<file path="src/rtl/i2s_sample_recorder.sv">
// i2s_sample_recorder: deserialises I2S ADC words into DATA_W-bit samples and writes them to memory from address 0.
// Optional build macro RECORDER_MONO_MIX_EN: capture left and right words and store their signed average.
module i2s_sample_recorder #(
  parameter int ADDR_W   = 20,
  parameter int DATA_W   = 8,
  parameter int MAX_ADDR = 2**ADDR_W-1
) (
  input  logic              i_clk,
  input  logic              i_rst,
  input  logic              i_start,
  input  logic              i_stop,
  input  logic              i_bclk,
  input  logic              i_lrck,
  input  logic              i_adcdat,
  output logic [ADDR_W-1:0] o_addr,
  output logic [DATA_W-1:0] o_data,
  output logic              o_we,
  output logic              o_busy,
  output logic              o_done,
  output logic [ADDR_W:0]   o_len
);
  localparam int CNT_W = $clog2(DATA_W);
  localparam logic [ADDR_W-1:0] LAST = ADDR_W'(MAX_ADDR);

  typedef enum logic [2:0] {IDLE, ARM, SKIP, SHIFT, WRITE, DONE} state_t;
  state_t state, state_nx;

  logic [1:0]        bclk_s, lrck_s, dat_s;
  logic              bclk_d, bclk_rise, lrck_d, lrck_d2, dat_d;
  logic              lrck_fall, word_ev, last_word, last_bit;
  logic [ADDR_W-1:0] addr_cnt;
  logic [CNT_W-1:0]  bit_cnt;
  logic [DATA_W-2:0] sr;
  logic [DATA_W-1:0] sample, mixed;

  // The rise pulse is registered; lrck/data get one extra stage so all three stay aligned.
  always_ff @(posedge i_clk or negedge i_rst)
    if (!i_rst) begin
      bclk_s    <= '0;
      lrck_s    <= '0;
      dat_s     <= '0;
      bclk_d    <= 1'b0;
      bclk_rise <= 1'b0;
      lrck_d    <= 1'b0;
      lrck_d2   <= 1'b0;
      dat_d     <= 1'b0;
    end else begin
      bclk_s    <= {bclk_s[0], i_bclk};
      lrck_s    <= {lrck_s[0], i_lrck};
      dat_s     <= {dat_s[0], i_adcdat};
      bclk_d    <= bclk_s[1];
      bclk_rise <= bclk_s[1] & ~bclk_d;
      lrck_d    <= lrck_s[1];
      lrck_d2   <= lrck_d;
      dat_d     <= dat_s[1];
    end

  assign lrck_fall = lrck_d2 & ~lrck_d;
  assign sample    = {sr, dat_d};
  assign last_bit  = bclk_rise && (bit_cnt == CNT_W'(DATA_W-1));

`ifdef RECORDER_MONO_MIX_EN
  logic                   chan;
  logic [DATA_W-1:0]      left;
  logic signed [DATA_W:0] sum;
  assign sum       = $signed({left[DATA_W-1], left}) + $signed({sample[DATA_W-1], sample});
  assign mixed     = DATA_W'(sum >>> 1);
  assign word_ev   = chan ? (~lrck_d2 & lrck_d) : lrck_fall;
  assign last_word = chan;
`else
  assign mixed     = sample;
  assign word_ev   = lrck_fall;
  assign last_word = 1'b1;
`endif

  always_ff @(posedge i_clk or negedge i_rst)
    if (!i_rst) state <= IDLE;
    else        state <= state_nx;

  always_comb begin
    state_nx = state;
    case (state)
      IDLE, DONE: if (i_start) state_nx = ARM;
      ARM:   if (i_stop) state_nx = DONE; else if (word_ev) state_nx = SKIP;
      SKIP:  if (i_stop) state_nx = DONE; else if (bclk_rise) state_nx = SHIFT;
      SHIFT: if (i_stop) state_nx = DONE; else if (last_bit) state_nx = last_word ? WRITE : ARM;
      WRITE: state_nx = (i_stop || addr_cnt == LAST) ? DONE : ARM;
      default: state_nx = IDLE;
    endcase
  end

  always_comb begin
    o_we   = 1'b0;
    o_busy = 1'b0;
    o_done = 1'b0;
    case (state)
      ARM, SKIP, SHIFT: o_busy = 1'b1;
      WRITE: begin o_busy = 1'b1; o_we = 1'b1; end
      DONE:  o_done = 1'b1;
      default: ;
    endcase
  end

  // Write address/data are loaded on entry to WRITE and then simply hold.
  always_ff @(posedge i_clk or negedge i_rst)
    if (!i_rst) begin
      addr_cnt <= '0;
      bit_cnt  <= '0;
      sr       <= '0;
      o_addr   <= '0;
      o_data   <= '0;
      o_len    <= '0;
`ifdef RECORDER_MONO_MIX_EN
      chan     <= 1'b0;
      left     <= '0;
`endif
    end else begin
      case (state)
        IDLE, DONE: if (i_start) begin
          addr_cnt <= '0;
          o_len    <= '0;
`ifdef RECORDER_MONO_MIX_EN
          chan     <= 1'b0;
`endif
        end
        SKIP: bit_cnt <= '0;
        SHIFT: if (bclk_rise && !i_stop) begin
          sr      <= sample[DATA_W-2:0];
          bit_cnt <= bit_cnt + 1'b1;
          if (last_bit && last_word) begin
            o_addr <= addr_cnt;
            o_data <= mixed;
            o_len  <= o_len + 1'b1;
          end
`ifdef RECORDER_MONO_MIX_EN
          if (last_bit && !chan) begin
            left <= sample;
            chan <= 1'b1;
          end
`endif
        end
        WRITE: begin
          if (addr_cnt != LAST) addr_cnt <= addr_cnt + 1'b1;
`ifdef RECORDER_MONO_MIX_EN
          chan <= 1'b0;
`endif
        end
        default: ;
      endcase
    end
endmodule
</file>
<file path="config.mk">
export PLATFORM = sky130hd
export DESIGN_NAME = i2s_sample_recorder
export DESIGN_NICKNAME = d
export VERILOG_FILES = /design/src/rtl/i2s_sample_recorder.sv
export SDC_FILE = /design/constraint.sdc
export NUM_CORES = 1
export LEC_CHECK = 0
export BUFFER_PORTS_ARGS = -buffer_cell sky130_fd_sc_hd__buf_2
export CAP_MARGIN = 25
export CELL_PAD_IN_SITES_DETAIL_PLACEMENT = 1
export CELL_PAD_IN_SITES_GLOBAL_PLACEMENT = 1
export CORE_AREA = 2 2 107 109
export DETAILED_ROUTE_END_ITERATION = 10
export DIE_AREA = 0 0 109 111
export MAX_ROUTING_LAYER = met4
export PLACE_DENSITY_LB_ADDON = 0.1
export SYNTH_ARGS = -nofsm -noshare
export SYNTH_HDL_FRONTEND = slang
export SYNTH_SLANG_ARGS = --single-unit
</file>
<file path="constraint.sdc">
create_clock -name i_clk -period 1.97 [get_ports i_clk]
set_input_delay 0.0985 -clock i_clk [delete_from_list [all_inputs] [get_ports i_clk]]
set_output_delay 0.0985 -clock i_clk [all_outputs]
set_load 0.005 [all_outputs]
</file>
* Yosys cells after proc, flatten, opt, wreduce, memory -nomap -nowiden
Cells that the tools add are included.
Cells by class: $add $sub $neg 3, equal/unequal tests 15, multiplexer cells 21, bitwise logic cells 4, reductions and logical operators 16
Operators with widths (number):
- 2-to-1 mux 21 bit | 3
- one-hot mux 21 bit (2 select lines) | 1
- 2-to-1 mux 20 bit | 2
- one-hot mux 20 bit (2 select lines) | 1
- 2-to-1 mux 3 bit | 9
- adder 21 x 1 -> 21 bit, second input constant | 1
- adder 20 x 1 -> 20 bit, second input constant | 1
- == test 20 bit, second input constant | 1
- inequality test 20 bit, second input constant | 1
- one-hot mux 3 bit (5 select lines) | 1
- == test 3 bit, second input constant | 3
- inequality test 3 bit, second input constant | 3
- inequality test 2 bit, second input constant | 4
- AND reduction 4 bit | 2
- == test 3 x 2 -> 1 bit, second input constant | 2
- one-hot mux 3 bit (2 select lines) | 1
- AND reduction 3 bit | 2
- nonzero test 2 bit | 3
- AND reduction 2 bit | 2
- OR reduction 4 bit | 1
- adder 3 x 1 -> 3 bit, second input constant | 1
- == test 3 x 1 -> 1 bit, second input constant | 1
- logical NOT 3 bit | 1
- 2-to-1 mux 1 bit | 3
- other kinds (6) | 9
Word-level totals: flip-flop bits (word level) 93, input bits 7

* Depth between registers and ports, before layout
Gate-level depths: netlist of the first run.
depth after elaboration 5, gate-level depth with buffers 8

* Worst setup path before layout of the first run
Ideal clock, no wire load.
kind reg-to-reg, start point register addr_cnt[0], end point register addr_cnt[3], setup time 79 ps, arrival time 1824 ps, data required time 1891 ps, slack 67 ps, stages on the path, launching flop included 7, period minus slack after synthesis 1903 ps, cells stage by stage dfrtp_1 ha_1 nand3_1 nor3_1 a21oi_1 nand4_1 mux2i_1
Between the ends: cells in the longest elaborated chain, start to end 3, elaborated cells on any way between the ends 6, classes of those cells add/sub: 1; eq/ne: 2; mux: 2; reduce/logical: 1
Ends and longest elaborated chain:
- from (decl) | line 31 | logic [ADDR_W-1:0] addr_cnt;
- from (signal assigned) | line 143 | if (addr_cnt != LAST) addr_cnt <= addr_cnt + 1'b1;
- adder 20 x 1 -> 20 bit / inequality test 20 bit (equally long branches) | line 143
- 2-to-1 mux 20 bit / inequality test 2 bit (equally long branches)
- one-hot mux 20 bit (2 select lines) / AND reduction 3 bit (equally long branches)
Several ways; a longest one is shown, not always the timed one. The select of a mux whose other input is x is not followed. A chain may end at the register's enable or synchronous reset.

* Worst setup path after layout of the first run
start point register bit_cnt[1], end point register o_len[20]
Between the ends: cells in the longest elaborated chain, start to end 4
Ends and longest elaborated chain:
- from (decl) | line 32 | logic [CNT_W-1:0] bit_cnt;
- from (signal assigned) | line 129 | bit_cnt <= bit_cnt + 1'b1;
- == test 3 bit | line 60 | assign last_bit = bclk_rise && (bit_cnt == CNT_W'(DATA_W-1));
- logical AND 1 bit | line 60
- inequality test 2 bit (no line)
- AND reduction 4 bit (no line)
- to (signal assigned) | line 133 | o_len <= o_len + 1'b1;
- to (decl) | line 20 | output logic [ADDR_W:0] o_len
No other way between the ends.

==> results of run 1 <==
## metrics by stage
stage	setup WS (ns)	util (%)	hold slack [ns]	area [um2]	TNS [ns]
final	0.0931	48.9	0.0386	5420	0
after global routing	-0.00821	48.9	0.0452	5420	-0.00821
after floorplan	0.0666	-	-0.197	4250	0
after detailed placement	-0.128	45.0	0.139	4990	-0.138
after global placement	-0.00428	45.0	0.139	4990	-0.00428
after CTS	-0.0756	48.3	0.0239	5350	-0.131
## final timing paths
kind | end | depth (start not counted) | startpoint | slack (ns)
min reg2reg | dat_d | 0 | dat_s[1] | 0.35
max in group asynchronous | o_len[2] | 3 | i_rst | 1.02
min | state[1] | 2 | i_stop | 0.04
max reg2reg | o_len[20] | 7 | bit_cnt[1] | 0.09
max | o_len[20] | 7 | bit_cnt[1] | 0.09
min in group asynchronous | bclk_s[1] | 2 | i_rst | 0.29
## registers in the layout, indices dropped and copies added, names as in the netlist, 3 cells and up
| name | count |
|---|---|
| addr_cnt | 20 |
| bit_cnt | 3 |
| o_addr | 20 |
| o_data | 8 |
| o_len | 21 |
| sr | 7 |
| state | 3 |
## worst max-delay path, delay by kind of cell, from the launching register on
kind | cells | cell delay (ns)
DFF | 1 | 0.37
AOI/OAI and AO/OA | 1 | 0.16
buffers and inverters | 1 | 0.18
adders and majority gates | 2 | 0.35
and+or+nand+nor | 3 | 0.76
## layer usage
layer,track usage (%),part of all wire [%]
met5,-,0
met4,7.61,1.5
met3,3.59,2.9
met2,33.2,51
met1,25.6,45
## timing repair
action / 4_1_cts / 5_1_grt
endpoints found under the setup margin: 3 / 16
pin swaps: 0 / 5
hold endpoints to repair: 42 / 0
hold buffers: 4 / 0
buffers inserted: 0 / 5
gates resized for setup: 2 / 11
## cells by family (layout without fill, tap and decap cells)
logic type	count (synthesis)	count (layout)	synth area share, %
and+or+nand+nor	203	203	23.2
DFF	93	93	54.8
AOI/OAI and AO/OA	54	54	8.74
buffers and inverters	30	138	3.12
xor gates and xnor gates	29	29	5.98
muxes	12	12	3.03
adders and majority gates	4	4	1.18
## final cells by class
| type | count | area [um2] | area share [%] |
|---|---|---|---|
| repair buffers | 112 | 733 | 13.5 |
| multi-input cells | 302 | 1830 | 33.7 |
| inverters | 10 | 37.5 | 0.693 |
| clock buffers | 13 | 270 | 4.99 |
| flip-flops and latches | 93 | 2330 | 43.0 |
| well taps | 143 | 179 | 3.30 |
| clock inverters | 3 | 42.5 | 0.786 |
## power groups by stage
stage               logic [uW]  clock network (uW)  registers [uW]
floorplan                  485                   0            2070
CTS                        850                1870            2040
global route              1010                1930            2050
finish                     894                1800            2040
global placement           817                   0            2070
detailed placement         827                   0            2070
## cells in the final DEF (no fill, tap or decap), types with 3 or more instances in the layout
| master | synthesis | final |
|---|---|---|
| a2111oi_2 | 1 | 4 |
| o211ai_1 | 4 | 4 |
| nor2b_1 | 3 | 3 |
| clkbuf_8 | 0 | 3 |
| dlygate4sd3_1 | 0 | 4 |
| nand2_1 | 102 | 102 |
| mux2_2 | 7 | 7 |
| buf_2 | 4 | 57 |
| clkbuf_16 | 0 | 9 |
| mux2i_1 | 5 | 5 |
| and3_1 | 3 | 3 |
| xor2_1 | 10 | 10 |
| or3_1 | 3 | 3 |
| ha_1 | 4 | 3 |
| nand4_1 | 13 | 13 |
| nand3_1 | 17 | 17 |
| buf_4 | 0 | 49 |
| nor3_1 | 4 | 4 |
| a21oi_1 | 12 | 11 |
| inv_1 | 9 | 9 |
| nor2_1 | 31 | 31 |
| dfrtp_1 | 93 | 93 |
| and4_1 | 8 | 7 |
| xnor2_1 | 19 | 19 |
| o21ai_0 | 12 | 12 |
| a211oi_1 | 5 | 4 |
==> impl_metrics.py, run 1 <==
metrics = {
    "status": {
        "outcome": "completed",
    },
    "route": {
        "route.antenna.remaining_nets": 0,
        "detail_route.iter0.violations": 137,
        "drt-total-wl_um": 10900,
        "route.detailed.drc": 0,
        "detailroute.via_count": 3460,
        "firstDrtPassIters": 6,
        "route.detailed.wl_per_inst_um": 16.2,
        "detail_route.vias_per_cell": 5.12,
    },
    "layout": {
        "num_antenna_cells": 0,
        "post_route_cells_drive_above_1_share_pct": 27.6,
        "fillers": 1280,
        "final_net_count": 539,
        "area_growth_syn_to_layout_pct": 27.4,
        "finalNonFillerCells": 676,
    },
    "synth": {
        "number_of_enable_flip_flop_cells_after_synthesis": 0,
        "ys_seq_area_share_pct": 54.8,
        "top_cells_by_area_synth": "dfrtp_1 55%, nand2_1 9.0%, xnor2_1 3.9%",
        "async_sr_flop_fraction_pct": 100,
        "yosysTopAreaCellShare_pct": 54.8,
        "yosysWarnings": 0,
        "avgSynthCellArea_um2": 10.0,
        "yosysMostFrequentCell": "nand2_1",
        "synth_largest_area_cell": "dfrtp_1",
        "netlist_area_um2": 4250,
        "synth_common_cells": "102 x nand2_1, 93 x dfrtp_1, 31 x nor2_1",
        "synth-main-ff-cell": "dfrtp_1",
        "yosys_register_bits": 93,
        "yosys.cell_types.count": 55,
        "gate_count_after_technology_mapping": 425,
        "synth.net_count": 436,
    },
    "sta": {
        "timing.final.crit_period_ns": 1.88,
        "finalClockSkew_ns": 0.00638,
        "max_freq_mhz": 533,
        "timing.final.hold_violations": 0,
        "timing_worst_slew_pin_value_ns": 0.594,
        "timing.slew.headroom_pct": 60.4,
        "timing_max_transition_violations_final": 0,
        "part_of_the_cycle_the_worst_path_needs_pct": 95.3,
        "finalSetupViolations": 0,
    },
    "power": {
        "switching_share_pct": 27.5,
        "power.density_nw_per_um2": 874,
        "power.sequential.fraction_pct": 43.1,
        "p_switching_uw": 1300,
        "power.static_leakage_uw": 0.00273,
        "irDropWorstVdd_mv": 0.486,
        "power.share.combinational_pct": 18.9,
        "post-layout-total-power_uw": 4730,
        "intPower_uw": 3430,
        "clock_power_share_pct": 38.0,
    },
    "floorplan": {
        "die_extent_in_x_um": 109,
        "die_area_um2": 12100,
        "initial_util_pct": 38.4,
        "placeableCoreArea_um2": 11100,
        "die_height_um": 111,
        "io-pin-count": 59,
        "num_rows": 39,
    },
    "global_routing": {
        "first_pass_grt_wire_length_um": 18900,
        "grt.total_usage_pct": 20.5,
        "grt_remaining_overflow": 0,
        "grt_max_degree": 43,
        "number_of_global_route_vias_before_repair": 3760,
        "antenna_violations_before_repair": 0,
    },
    "placed_design": {
        "place.gp.congestion": 0.821,
        "post-dp-hpwl_um": 7910,
        "portBuffers": 58,
        "place.detailed.instances": 651,
    },
    "worst_setup_path": {
        "end_kind": "flop",
        "criticalPathCategory": "flop to flop",
        "crit_fanout": 6,
        "critical-path-max-stage-delay_ns": 0.59,
        "worst_setup_path_start_kind": "flop",
        "critPathArrivalTime_ns": 2.16,
        "cells_along_the_critical_path": "ha_1 -> ha_2 -> nand4_1 -> buf_4 -> a21oi_2 -> or4b_2 -> nand2_1",
        "worst_ep_required_time_ns": 2.25,
        "critical_path.slowest_cell": "or4b_2",
    },
    "clock_tree": {
        "max_clock_buf_depth": 2,
        "worst_skew_pair.late_latency_ns": 0.35,
        "cts.clk_slew.worst_paths_ns": 0.06,
        "cts_tree": "done",
        "cts_root_buffer": "clkbuf_16",
        "cts_num_sinks": 93,
        "ctsHtreeMaxLevel": 3,
        "cts-buffers-inserted": 9,
    },
    "min_path": {
        "timing.hold.worst.class": "input pin to flop",
    },
    "job": {
        "max_cap_viol_count": 0,
    },
}
Note: power is estimated with default switching activity, not from simulation.
==> inputs of run 2 (changes only) <==
REMOVE_ABC_BUFFERS = 1   (was not set)
==> impl_metrics.py, run 2 (synthesized netlist as in run 1, its figures left out) <==
metrics = {
    "floorplan": {
        "placeableCoreArea_um2": 11100,
        "io-pin-count": 59,
        "die_area_um2": 12100,
        "die_extent_in_x_um": 109,
        "die_height_um": 111,
        "num_rows": 39,
        "initial_util_pct": 38.4,
    },
    "placed_design": {
        "place.gp.congestion": 0.843,
        "place.detailed.instances": 649,
        "post-dp-hpwl_um": 7530,
        "portBuffers": 58,
    },
    "global_routing": {
        "grt.total_usage_pct": 19.7,
        "antenna_violations_before_repair": 0,
        "grt_max_degree": 42,
        "first_pass_grt_wire_length_um": 18300,
        "grt_remaining_overflow": 0,
        "number_of_global_route_vias_before_repair": 3649,
    },
    "route": {
        "firstDrtPassIters": 4,
        "detail_route.iter0.violations": 100,
        "route.antenna.remaining_nets": 0,
        "drt-total-wl_um": 10400,
        "detailroute.via_count": 3452,
        "route.detailed.wl_per_inst_um": 15.5,
        "detail_route.vias_per_cell": 5.13,
        "route.detailed.drc": 0,
    },
    "job": {
        "max_cap_viol_count": 0,
    },
    "power": {
        "power.static_leakage_uw": 0.00270,
        "irDropWorstVdd_mv": 0.371,
        "power.density_nw_per_um2": 839,
    },
    "clock_tree": {
        "ctsHtreeMaxLevel": 3,
        "cts.clk_slew.worst_paths_ns": 0.06,
        "max_clock_buf_depth": 2,
        "cts_num_sinks": 93,
        "cts_tree": "done",
        "cts_root_buffer": "clkbuf_16",
        "worst_skew_pair.late_latency_ns": 0.34,
        "cts-buffers-inserted": 9,
    },
    "worst_setup_path": {
        "end_kind": "flop",
        "crit_fanout": 4,
        "worst_setup_path_start_kind": "flop",
        "critical_path.slowest_cell": "or4b_1",
        "criticalPathCategory": "flop to flop",
        "critPathArrivalTime_ns": 2.12,
        "worst_ep_required_time_ns": 2.25,
        "critical-path-max-stage-delay_ns": 0.42,
        "cells_along_the_critical_path": "ha_2 -> ha_4 -> nand4_1 -> buf_6 -> a21oi_2 -> buf_4 -> or4b_1 -> nand2_1",
    },
    "layout": {
        "num_antenna_cells": 0,
        "finalCoreUtilization_pct": 48.5,
        "finalNonFillerCells": 673,
        "post_route_cells_drive_above_1_share_pct": 27.4,
        "top_register": "o_len",
        "mostFrequentLayoutCell": "nand2_1",
        "final_net_count": 536,
        "area_growth_syn_to_layout_pct": 26.3,
        "number_of_flip_flops_in_the_largest_register": 21,
        "biggestRegsByFlops": "o_len: 21 flops, addr_cnt: 20 flops, o_addr: 20 flops",
        "fillers": 1266,
        "mostFrequentLayoutCells": "102 x nand2_1, 92 x dfrtp_1, 57 x buf_2",
    },
    "sta": {
        "timing_max_transition_violations_final": 0,
        "timing.slew.headroom_pct": 65.2,
        "timing.final.crit_period_ns": 1.84,
        "max_freq_mhz": 543,
        "timing_worst_slew_pin_value_ns": 0.509,
        "finalSetupViolations": 0,
        "finalClockSkew_ns": 0.00814,
        "rsz0062_at_grt": "true",
        "timing.final.hold_violations": 0,
        "part_of_the_cycle_the_worst_path_needs_pct": 93.5,
    },
    "min_path": {
        "timing.hold.worst.class": "input pin to flop",
    },
    "status": {
        "outcome": "completed",
    },
}
run 2: cell types whose count changed in the layout (fill, tap and decap cells not counted), sizes merged:
cell / delta
bufinv: -1
buf: -3
clkbuf: -2
clkinv: +3
run 2: power by group:
group	internal [uW]	switching (uW)	total (uW)
Clock	847	716	1560
Combinational	367	519	887
Sequential	1980	68.0	2050
run 2: area by class of cell:
class | count | area (um2) | area share (%)
Clock inverter | 5 | 27.5 | 0.513
Sequential cell | 93 | 2330 | 43.4
Timing Repair Buffer | 109 | 706 | 13.1
Multi-Input combinational cell | 302 | 1860 | 34.6
Tap cell | 143 | 179 | 3.33
Clock buffer | 11 | 233 | 4.34
Inverter | 10 | 37.5 | 0.699
run 2: critical path, delay by kind of cell, from the launching register on:
kind / cells / cell delay (ns)
AND/OR/NAND/NOR: 3 / 0.62
flip-flops: 1 / 0.39
adder cells (fa/ha/maj): 2 / 0.36
buffers and inverters: 2 / 0.29
AO/OA/AOI/OAI: 1 / 0.13
run 2: repair_timing:
item | 4_1_cts | 5_1_grt
setup buffers | 2 | 2
hold buffers | 4 | 0
endpoints found under the hold margin | 39 | 0
endpoints found under the setup margin | 8 | 14
resized for setup | 5 | 15
pin swaps | 1 | 2
run 2: path summary, 6_finish.rpt:
path                             from            to  slack, ns  depth (start not counted)
max                        bit_cnt[1]     o_len[16]       0.13                          8
min                            i_stop      state[1]       0.07                          2
max reg2reg                bit_cnt[1]     o_len[16]       0.13                          8
min reg2reg                  dat_s[0]      dat_s[1]       0.35                          0
max in group asynchronous       i_rst  addr_cnt[16]       1.07                          3
min in group asynchronous       i_rst     o_data[1]       0.27                          2
run 2: metal layers:
metal	vias up	part of all wire, %	track usage [%]
met1	1731	47	25.6
met2	48	49	31.4
met4	0	1.1	6.32
met5	-	0	-
met3	8	2.7	3.17
li1	1665	-	-
run 2: metrics by stage:
stage                     setup slack (ns)  TNS (ns)  area [um2]  power (uW)  hold slack (ns)
final                                0.128         0        5370        4500           0.0661
after global routing               -0.0212   -0.0397        5370        4750           0.0809
after global placement              0.0819         0        4960        2900            0.107
after floorplan                     -0.856     -9.02        4160        2480           -0.197
after CTS                           0.0383         0        5290        4520           0.0555
after detailed placement           -0.0606    -0.113        4960        2930            0.116
